**src/rtl/reglk_pkg.sv**
```systemverilog
// Shared types and default constants for the register-lock write-protection gate.
package reglk_pkg;

    localparam int unsigned DefNumLockWords = 6;
    localparam int unsigned DefRegionShift  = 8;
    localparam int unsigned DefNumRegions   = 192;
    localparam int unsigned DefCntW         = 16;

    typedef enum logic [2:0] {
        StIdle,
        StDecide,
        StFwd,
        StErr,
        StResp
    } state_e;

    typedef logic [31:0] lock_word_t;
    typedef lock_word_t [DefNumLockWords-1:0] reglk_words_t;

    // Region number is the byte just above the in-region offset.
    function automatic logic [7:0] region_idx(logic [31:0] addr, int unsigned shift);
        return 8'(addr >> shift);
    endfunction

endpackage

```
**src/rtl/reglk_region_decode.sv**
```systemverilog
// Combinational map from a byte address to its region's lock bit and an in-range flag.
module reglk_region_decode
    import reglk_pkg::*;
#(
    parameter int unsigned NUM_LOCK_WORDS = DefNumLockWords,
    parameter int unsigned REGION_SHIFT   = DefRegionShift,
    parameter int unsigned NUM_REGIONS    = DefNumRegions
) (
    input  logic [31:0]                     addr_i,
    input  logic [NUM_LOCK_WORDS-1:0][31:0] reglk_i,
    output logic                            lock_bit_o,
    output logic                            in_range_o
);

    logic [7:0] idx;

    assign idx        = region_idx(addr_i, REGION_SHIFT);
    assign in_range_o = (32'(idx) < NUM_REGIONS);

    // Word select by compare keeps indices beyond the array from reading X.
    always_comb begin
        lock_bit_o = 1'b0;
        for (int unsigned w = 0; w < NUM_LOCK_WORDS; w++) begin
            if (32'(idx[7:5]) == w) begin
                lock_bit_o = reglk_i[w[2:0]][idx[4:0]];
            end
        end
    end

endmodule

```
**src/rtl/reglk_access_ctrl.sv**
```systemverilog
// Write-protection gate between CPU register bus and peripherals, driven by the lock words.
// Optional violation logging (viol_addr_o, viol_ovf_o) enabled by REGLK_VIOLATION_LOG_EN.
module reglk_access_ctrl
    import reglk_pkg::*;
#(
    parameter int unsigned NUM_LOCK_WORDS = DefNumLockWords,
    parameter int unsigned REGION_SHIFT   = DefRegionShift,
    parameter int unsigned NUM_REGIONS    = DefNumRegions,
    parameter int unsigned CNT_W          = DefCntW
) (
    input  logic                            clk_i,
    input  logic                            rst_ni,
    input  logic [NUM_LOCK_WORDS-1:0][31:0] reglk_i,
    input  logic                            req_valid_i,
    output logic                            req_ready_o,
    input  logic                            req_we_i,
    input  logic [31:0]                     req_addr_i,
    input  logic [31:0]                     req_wdata_i,
    output logic                            rsp_valid_o,
    output logic                            rsp_err_o,
    output logic [31:0]                     rsp_rdata_o,
    output logic                            dev_valid_o,
    input  logic                            dev_ready_i,
    output logic                            dev_we_o,
    output logic [31:0]                     dev_addr_o,
    output logic [31:0]                     dev_wdata_o,
    input  logic [31:0]                     dev_rdata_i,
    output logic [CNT_W-1:0]                viol_cnt_o,
`ifdef REGLK_VIOLATION_LOG_EN
    output logic [31:0]                     viol_addr_o,
    output logic                            viol_ovf_o,
`endif
    output logic                            irq_o
);

    state_e             state_q;
    logic               ready_q;
    logic               we_q;
    logic [31:0]        addr_q;
    logic [31:0]        wdata_q;
    logic               dev_valid_q;
    logic               rsp_valid_q;
    logic               rsp_err_q;
    logic [31:0]        rdata_q;
    logic [CNT_W-1:0]   cnt_q;
    logic               irq_q;
`ifdef REGLK_VIOLATION_LOG_EN
    logic [31:0]        viol_addr_q;
    logic               viol_ovf_q;
`endif

    logic lock_bit;
    logic in_range;
    logic blocked;

    reglk_region_decode #(
        .NUM_LOCK_WORDS (NUM_LOCK_WORDS),
        .REGION_SHIFT   (REGION_SHIFT),
        .NUM_REGIONS    (NUM_REGIONS)
    ) u_decode (
        .addr_i     (addr_q),
        .reglk_i    (reglk_i),
        .lock_bit_o (lock_bit),
        .in_range_o (in_range)
    );

    assign blocked = we_q & in_range & lock_bit;

    // The lock decision is taken once at the DECIDE edge; the state holds the snapshot.
    always_ff @(posedge clk_i or negedge rst_ni) begin
        if (!rst_ni) begin
            state_q     <= StIdle;
            ready_q     <= 1'b1;
            we_q        <= 1'b0;
            addr_q      <= '0;
            wdata_q     <= '0;
            dev_valid_q <= 1'b0;
            rsp_valid_q <= 1'b0;
            rsp_err_q   <= 1'b0;
            rdata_q     <= '0;
            cnt_q       <= '0;
            irq_q       <= 1'b0;
`ifdef REGLK_VIOLATION_LOG_EN
            viol_addr_q <= '0;
            viol_ovf_q  <= 1'b0;
`endif
        end else begin
            rsp_valid_q <= 1'b0;
            irq_q       <= 1'b0;
            unique case (state_q)
                StIdle: begin
                    if (req_valid_i) begin
                        we_q    <= req_we_i;
                        addr_q  <= req_addr_i;
                        wdata_q <= req_wdata_i;
                        ready_q <= 1'b0;
                        state_q <= StDecide;
                    end
                end
                StDecide: begin
                    if (blocked) begin
                        irq_q   <= 1'b1;
                        state_q <= StErr;
                        if (cnt_q != '1) begin
                            cnt_q <= cnt_q + 1'b1;
                        end
`ifdef REGLK_VIOLATION_LOG_EN
                        viol_addr_q <= addr_q;
                        if (cnt_q == '1) begin
                            viol_ovf_q <= 1'b1;
                        end
`endif
                    end else begin
                        dev_valid_q <= 1'b1;
                        state_q     <= StFwd;
                    end
                end
                StFwd: begin
                    if (dev_ready_i) begin
                        dev_valid_q <= 1'b0;
                        rdata_q     <= we_q ? 32'h0 : dev_rdata_i;
                        rsp_err_q   <= 1'b0;
                        rsp_valid_q <= 1'b1;
                        state_q     <= StResp;
                    end
                end
                StErr: begin
                    rdata_q     <= '0;
                    rsp_err_q   <= 1'b1;
                    rsp_valid_q <= 1'b1;
                    state_q     <= StResp;
                end
                StResp: begin
                    ready_q <= 1'b1;
                    state_q <= StIdle;
                end
                default: begin
                    ready_q     <= 1'b1;
                    dev_valid_q <= 1'b0;
                    state_q     <= StIdle;
                end
            endcase
        end
    end

    assign req_ready_o = ready_q;
    assign rsp_valid_o = rsp_valid_q;
    assign rsp_err_o   = rsp_err_q;
    assign rsp_rdata_o = rdata_q;
    assign dev_valid_o = dev_valid_q;
    assign dev_we_o    = we_q;
    assign dev_addr_o  = addr_q;
    assign dev_wdata_o = wdata_q;
    assign viol_cnt_o  = cnt_q;
    assign irq_o       = irq_q;
`ifdef REGLK_VIOLATION_LOG_EN
    assign viol_addr_o = viol_addr_q;
    assign viol_ovf_o  = viol_ovf_q;
`endif

endmodule

```
**config.mk**
```make
export PLATFORM = sky130hd
export DESIGN_NAME = reglk_access_ctrl
export DESIGN_NICKNAME = d
export VERILOG_FILES = /design/src/rtl/reglk_pkg.sv /design/src/rtl/reglk_region_decode.sv /design/src/rtl/reglk_access_ctrl.sv
export SDC_FILE = /design/constraint.sdc
export NUM_CORES = 1
export LEC_CHECK = 0
export CAP_MARGIN = 20
export CORE_AREA = 2 2 159 161
export DETAILED_ROUTE_END_ITERATION = 8
export DIE_AREA = 0 0 161 163
export GPL_TIMING_DRIVEN = 1
export MAX_ROUTING_LAYER = met4
export SYNTH_ARGS = -nofsm -noshare
export SYNTH_HDL_FRONTEND = slang
export SYNTH_SLANG_ARGS = --single-unit
```
**constraint.sdc**
```tcl
create_clock -name clk_i -period 6.5 [get_ports clk_i]
set_input_delay 0.65 -clock clk_i [delete_from_list [all_inputs] [get_ports clk_i]]
set_output_delay 0.65 -clock clk_i [all_outputs]
set_load 0.05 [all_outputs]
```
==> flow_summary.ini, run 1 <==
[outcome]
status = finished, final reports clean

[layout]
layout_common_cells = clkdlybuf4s50_1, dfrtp_1, mux2_2, a22o_1, mux4_2
final_common_cell = clkdlybuf4s50_1
finalCoreUtilization_pct = 46.48
area_growth_syn_to_layout_pct = 78.33
drive_above_1_share_pct = 17.73
final_nets = 1178

[setup_path]
cp_data_arrival_time_ns = 3.88
end_kind = register
worstSetupPathType = reg -> reg
path_max_fanout = 32
required_ns = 6.79
crit_path_start_kind = register

[detailed_routing]
wl_per_cell_um = 19.83
drc = 0
vias_per_cell = 4.694
drtIter0Drc = 238
ant_nets = 0
num_vias = 5764
firstDrtPassIters = 4
finalWirelength_um = 24350

[cts]
cts_tree = done
insertion_delay_ns = 0.41
root_buffer = clkbuf_16
htreeDepth = 4
post_cts_buffers = 0
cts_resized = 0
clockBufferDepth = 2
holdBufCountCts = 0
cts_buffers = 17
path_clk_slew_ns = 0.06
clock-sinks = 121

[floorplanning]
core_area_sq_um = 24670
die_area_sq_um = 26240
die_w_um = 161
placement_rows = 58
ios = 411
die_h_um = 163
start_util_pct = 26.06

[sta]
layout_min_cycle_time_ns = 3.587
finalCritPeriodShare_pct = 55.19
slew_headroom_pct = 37.43
rsz0062_at_grt = false
setup_tns_ns = 0
worst_pin_slew_ns = 0.9385
hold_viol = 0
drv_slew = 0
finClkSkew_ns = 0.009995
fmax_mhz = 278.8
setup_viol_count_final = 0

[synth]
ys_types = 56
ys_seq_area_share_pct = 47.10
avgSynthCellArea_sq_um = 13.32
synth_fa_ha_area_share_pct = 0.1946
synth-compound-area-share_pct = 8.872
synth_fp_nets = 777
synth_enable_flop_cells = 0
yosysWarnings = 0
synthFlopType = dfrtp_1
syn-instance-count = 483
synth_top_family_by_area = multiplexers
synth-seq-cells = 121
synth-xor-area-share_pct = 1.907
muxShareOfSynthArea_pct = 31.23
syn_area_sq_um = 6431
synth_async_sr_flop_share_pct = 100.0
synth-simple-area-share_pct = 7.296

[global_routing]
grt_usage_pct = 18.87
grt_pass1_wl_um = 36270
grt_pass1_vias = 6079
grt.overflow.total = 0
antenna_found_initial = 1
grt_max_degree = 70

[hold_path]
hold_class = in -> async

[placed_design]
port_buffers = 410
gp_congestion = 0.8230
dp_hpwl_um = 18750

[pwr]
power.density_nw_per_um2 = 514.7
p_leak_uw = 0.004572
clockPowerShare_pct = 16.8
pwr-share-comb_pct = 58.8
ir_drop_mv = 0.3144
pwr-share-seq_pct = 24.4
netSwitchingPower_uw = 2707
p_int_uw = 3196
swShare_pct = 45.86

[job]
max_cap_violations = 0
==> registers in the layout, summed over array words and instances, names as in the netlist <==
name         cells
irq_o            1
dev_wdata_o     32
dev_we_o         1
rsp_err_o        1
dev_valid_o      1
viol_cnt_o      16
req_ready_o      1
state_q          3
rsp_rdata_o     32
dev_addr_o      32
rsp_valid_o      1
==> cell families after synthesis <==
family	Yosys count
AOI/OAI and AO/OA	69
xor gates and xnor gates	14
adders and majority gates	1
buffers and inverters	42
DFF	121
muxes	144
and+or+nand+nor	92
==> per-stage QoR <==
| step | instance area, sq um | setup WS, ns | instances | total power (uW) | hold WS, ns |
|---|---|---|---|---|---|
| floorplan | 6431 | 3.393 | 483 | 3748 | 0.3544 |
| global placement | 10820 | 2.875 | 1194 | 4929 | 0.4750 |
| detailed placement | 10820 | 2.773 | 1194 | 4940 | 0.4779 |
| CTS | 11440 | 2.745 | 1226 | 5972 | 0.2797 |
| global route | 11470 | 2.750 | 1228 | 6209 | 0.3097 |
| finish | 11470 | 2.913 | 1228 | 5903 | 0.2686 |
==> worst paths after layout <==
path | cells past startpoint | from | to | slack, ns
worst max register to register | 7 | dev_addr_o[9] | viol_cnt_o[1] | 2.91
worst min-delay path | 1 | rst_ni | rsp_rdata_o[6] | 0.27
max in group asynchronous | 2 | rst_ni | dev_addr_o[10] | 4.77
worst max-delay path | 7 | dev_addr_o[9] | viol_cnt_o[1] | 2.91
worst min register to register | 2 | req_ready_o | req_ready_o | 0.49
min in group clk_i | 2 | req_ready_o | req_ready_o | 0.49
==> synthesized netlist by cell type, types with 2 or more instances <==
library cell	number	area, sq um
a211oi_1	2	15.01
o21ai_0	3	15.01
inv_1	5	18.77
buf_6	3	33.78
mux2i_1	30	300.3
a22o_1	33	289.0
mux4_2	31	698.2
o41ai_1	2	17.52
nand2b_1	8	50.05
buf_1	2	7.510
clkinv_1	2	7.510
nand2_1	20	75.07
o22ai_1	5	31.28
mux4_1	5	131.4
dfrtp_1	120	3003
clkbuf_1	17	63.81
mux2_2	78	878.3
nor2b_1	4	25.02
nor3_1	5	25.02
a221oi_1	3	26.28
nand3_1	10	50.05
and3_1	8	50.05
buf_2	7	35.03
o311ai_0	3	26.28
nor2_1	19	71.32
nand4_1	7	43.79
xnor2_1	14	122.6
buf_4	5	37.54
a21oi_1	3	15.01
or3_1	2	12.51
nor3b_1	2	15.01
==> metal layers <==
metal	vias up	track usage (%)	part of all wire (%)	wire length, um
met2	259	32.81	52	12620
met1	2814	21.07	39	9497
met5	-	-	0	0
met3	22	5.526	7.1	1730
met4	0	5.560	2.1	504
li1	2669	-	-	-
==> final cells by class <==
type,count,area (sq um)
multi-input cells,320,3199
well taps,330,412.9
fillers,2323,13210
clock buffers,20,456.7
repair buffers,417,4174
clock inverters,12,163.9
diodes,1,2.502
inverters,7,26.28
flip-flops and latches,121,3033
==> worst max-delay path, stage by stage, from the launching register on <==
cell	delay [ns]
dfrtp_2	0.93
buf_4	0.49
mux4_2	0.37
mux4_2	0.47
mux2_2	0.30
a32o_2	0.40
nand2_1	0.15
mux2_2	0.34
==> power groups by stage <==
stage | sequential [uW] | clock, uW | combinational, uW
6_report | 1440 | 991 | 3470
5_1_grt | 1500 | 1060 | 3650
4_1_cts | 1470 | 1020 | 3470
3_5_place_dp | 1480 | 0 | 3460
3_3_place_gp | 1480 | 0 | 3450
2_1_floorplan | 2470 | 0 | 1280
Note: power is estimated with default switching activity, not from simulation.
==> run 2: changes to the inputs <==
CORE_AREA = 2 2 161 163   (was 2 2 159 161)
DIE_AREA = 0 0 163 165   (was 0 0 161 163)
clock period = 3.6 ns   (was 6.5 ns; I/O delays follow)
==> flow_summary.ini, run 2 (synthesis results as in run 1) <==
[outcome]
status = finished, final reports clean

[sta]
worst_pin_slew_ns = 0.8242
setup_viol_count_final = 0
setup_tns_ns = 0
hold_viol = 0
drv_slew = 0
finClkSkew_ns = 0.01365
fmax_mhz = 326.1
finalCritPeriodShare_pct = 85.18
layout_min_cycle_time_ns = 3.066
slew_headroom_pct = 45.05
rsz0062_at_grt = false

[pwr]
netSwitchingPower_uw = 4922
pwr-share-seq_pct = 23.8
total_power_uw = 10640
clockPowerShare_pct = 15.7
p_int_uw = 5717
power.density_nw_per_um2 = 923.9
p_leak_uw = 0.004607
pwr-share-comb_pct = 60.6
swShare_pct = 46.26
ir_drop_mv = 0.8483

[layout]
finalCoreUtilization_pct = 45.99
final_nets = 1186
drive_above_1_share_pct = 18.47
layout_common_cells = clkdlybuf4s50_1, dfrtp_1, mux2_2, a22o_1, mux4_2
area_growth_syn_to_layout_pct = 79.05
design_area_sq_um = 11510
num-fill-cells = 2351
final_common_cell = clkdlybuf4s50_1

[floorplanning]
die_h_um = 165
placement_rows = 58
core_area_sq_um = 25040
ios = 411
die_area_sq_um = 26900
die_w_um = 163
start_util_pct = 25.69

[global_routing]
grt_pass1_wl_um = 36470
grt_max_degree = 69
antenna_found_initial = 1
grt_pass1_vias = 6187
grt_usage_pct = 18.70
grt.overflow.total = 0

[setup_path]
ff2ff_setup_slack_ns = 0.53
end_kind = register
crit_family = simple AND/OR/NAND/NOR gates
path_max_fanout = 26
path_cells = mux4_2 -> nor2_1 -> o41ai_1 -> nor4_1 -> a2111o_1 -> nor2_2 -> nand2_1 -> mux2_2
crit_path_start_kind = register
slowest_stage = dfrtp_2
cp_data_arrival_time_ns = 3.35
max_stage_delay_ns = 0.76
cp_num_buf_inv = 0
required_ns = 3.88
worstSetupPathType = reg -> reg

[cts]
clock-sinks = 121
insertion_delay_ns = 0.42
cts_buffers = 17
cts_tree = done
holdBufCountCts = 0
path_clk_slew_ns = 0.07
cts_resized = 0
htreeDepth = 4
post_cts_buffers = 0
clockBufferDepth = 2
root_buffer = clkbuf_16

[hold_path]
hold_class = in -> async

[placed_design]
gp_congestion = 0.8077
dpl_cell_area_sq_um = 10940
port_buffers = 410
dp_hpwl_um = 19220

[detailed_routing]
drtIter0Drc = 306
ant_nets = 0
wl_per_cell_um = 20.11
drc = 0
num_vias = 5800
firstDrtPassIters = 6
finalWirelength_um = 24830
vias_per_cell = 4.696

[job]
max_cap_violations = 0
==> run 2: changes by cell type in the layout (fill, tap and decap cells not counted), sizes merged <==
cell | before | now
buf | 8 | 16
bufinv | 3 | 1
clkinvlp | 1 | 0
inv | 8 | 10
==> run 2: power by group through the flow <==
| stage | logic [uW] | clock network [uW] | registers [uW] |
|---|---|---|---|
| after floorplan | 2300 | 0 | 4460 |
| after global placement | 6490 | 0 | 2540 |
| after detailed placement | 6510 | 0 | 2550 |
| after CTS | 6520 | 1730 | 2550 |
| after global routing | 6770 | 1780 | 2640 |
| final | 6440 | 1670 | 2530 |
==> run 2: stage by stage <==
step,cells,setup slack (ns),hold WS (ns)
after global routing,1235,0.3196,0.1090
after floorplan,483,0.4926,0.06441
after CTS,1234,0.5172,0.07452
after global placement,1203,0.5357,0.4753
after detailed placement,1203,0.5188,0.4789
final,1235,0.5337,0.04091
==> run 2: layout make-up <==
| type | count | area (sq um) | area share, % |
|---|---|---|---|
| Multi-Input combinational cell | 320 | 3199 | 27.78 |
| Clock inverter | 11 | 110.1 | 0.9562 |
| Tap cell | 330 | 412.9 | 3.586 |
| Inverter | 7 | 26.28 | 0.2282 |
| Timing Repair Buffer | 425 | 4264 | 37.03 |
| Antenna cell | 1 | 2.502 | 0.02173 |
| Clock buffer | 20 | 466.7 | 4.053 |
| Sequential cell | 121 | 3033 | 26.34 |
==> run 2: path summary, 6_finish.rpt <==
kind                                      from              end  cells past startpoint
worst max-delay path            dev_addr_o[10]    viol_cnt_o[1]                      8
worst min-delay path                    rst_ni  rsp_rdata_o[18]                      1
worst max register to register  dev_addr_o[10]    viol_cnt_o[1]                      8
worst min register to register     req_ready_o      req_ready_o                      2
max in group asynchronous               rst_ni  dev_wdata_o[28]                      2
min in group clk_i                 req_ready_o      req_ready_o                      2
==> run 2: worst reg2reg max path, delay by kind of cell (launching register included) <==
| kind | cells | cell delay, ns |
|---|---|---|
| and+or+nand+nor | 4 | 0.77 |
| DFF | 1 | 0.76 |
| AOI/OAI and AO/OA | 2 | 0.76 |
| muxes | 2 | 0.65 |
==> run 2: layer usage <==
metal	share of wire, %	vias up	track usage [%]
li1	-	2691	-
met1	38	2825	20.91
met2	51	262	32.11
met3	8.6	22	5.600
met4	1.8	0	6.034
met5	0	-	-
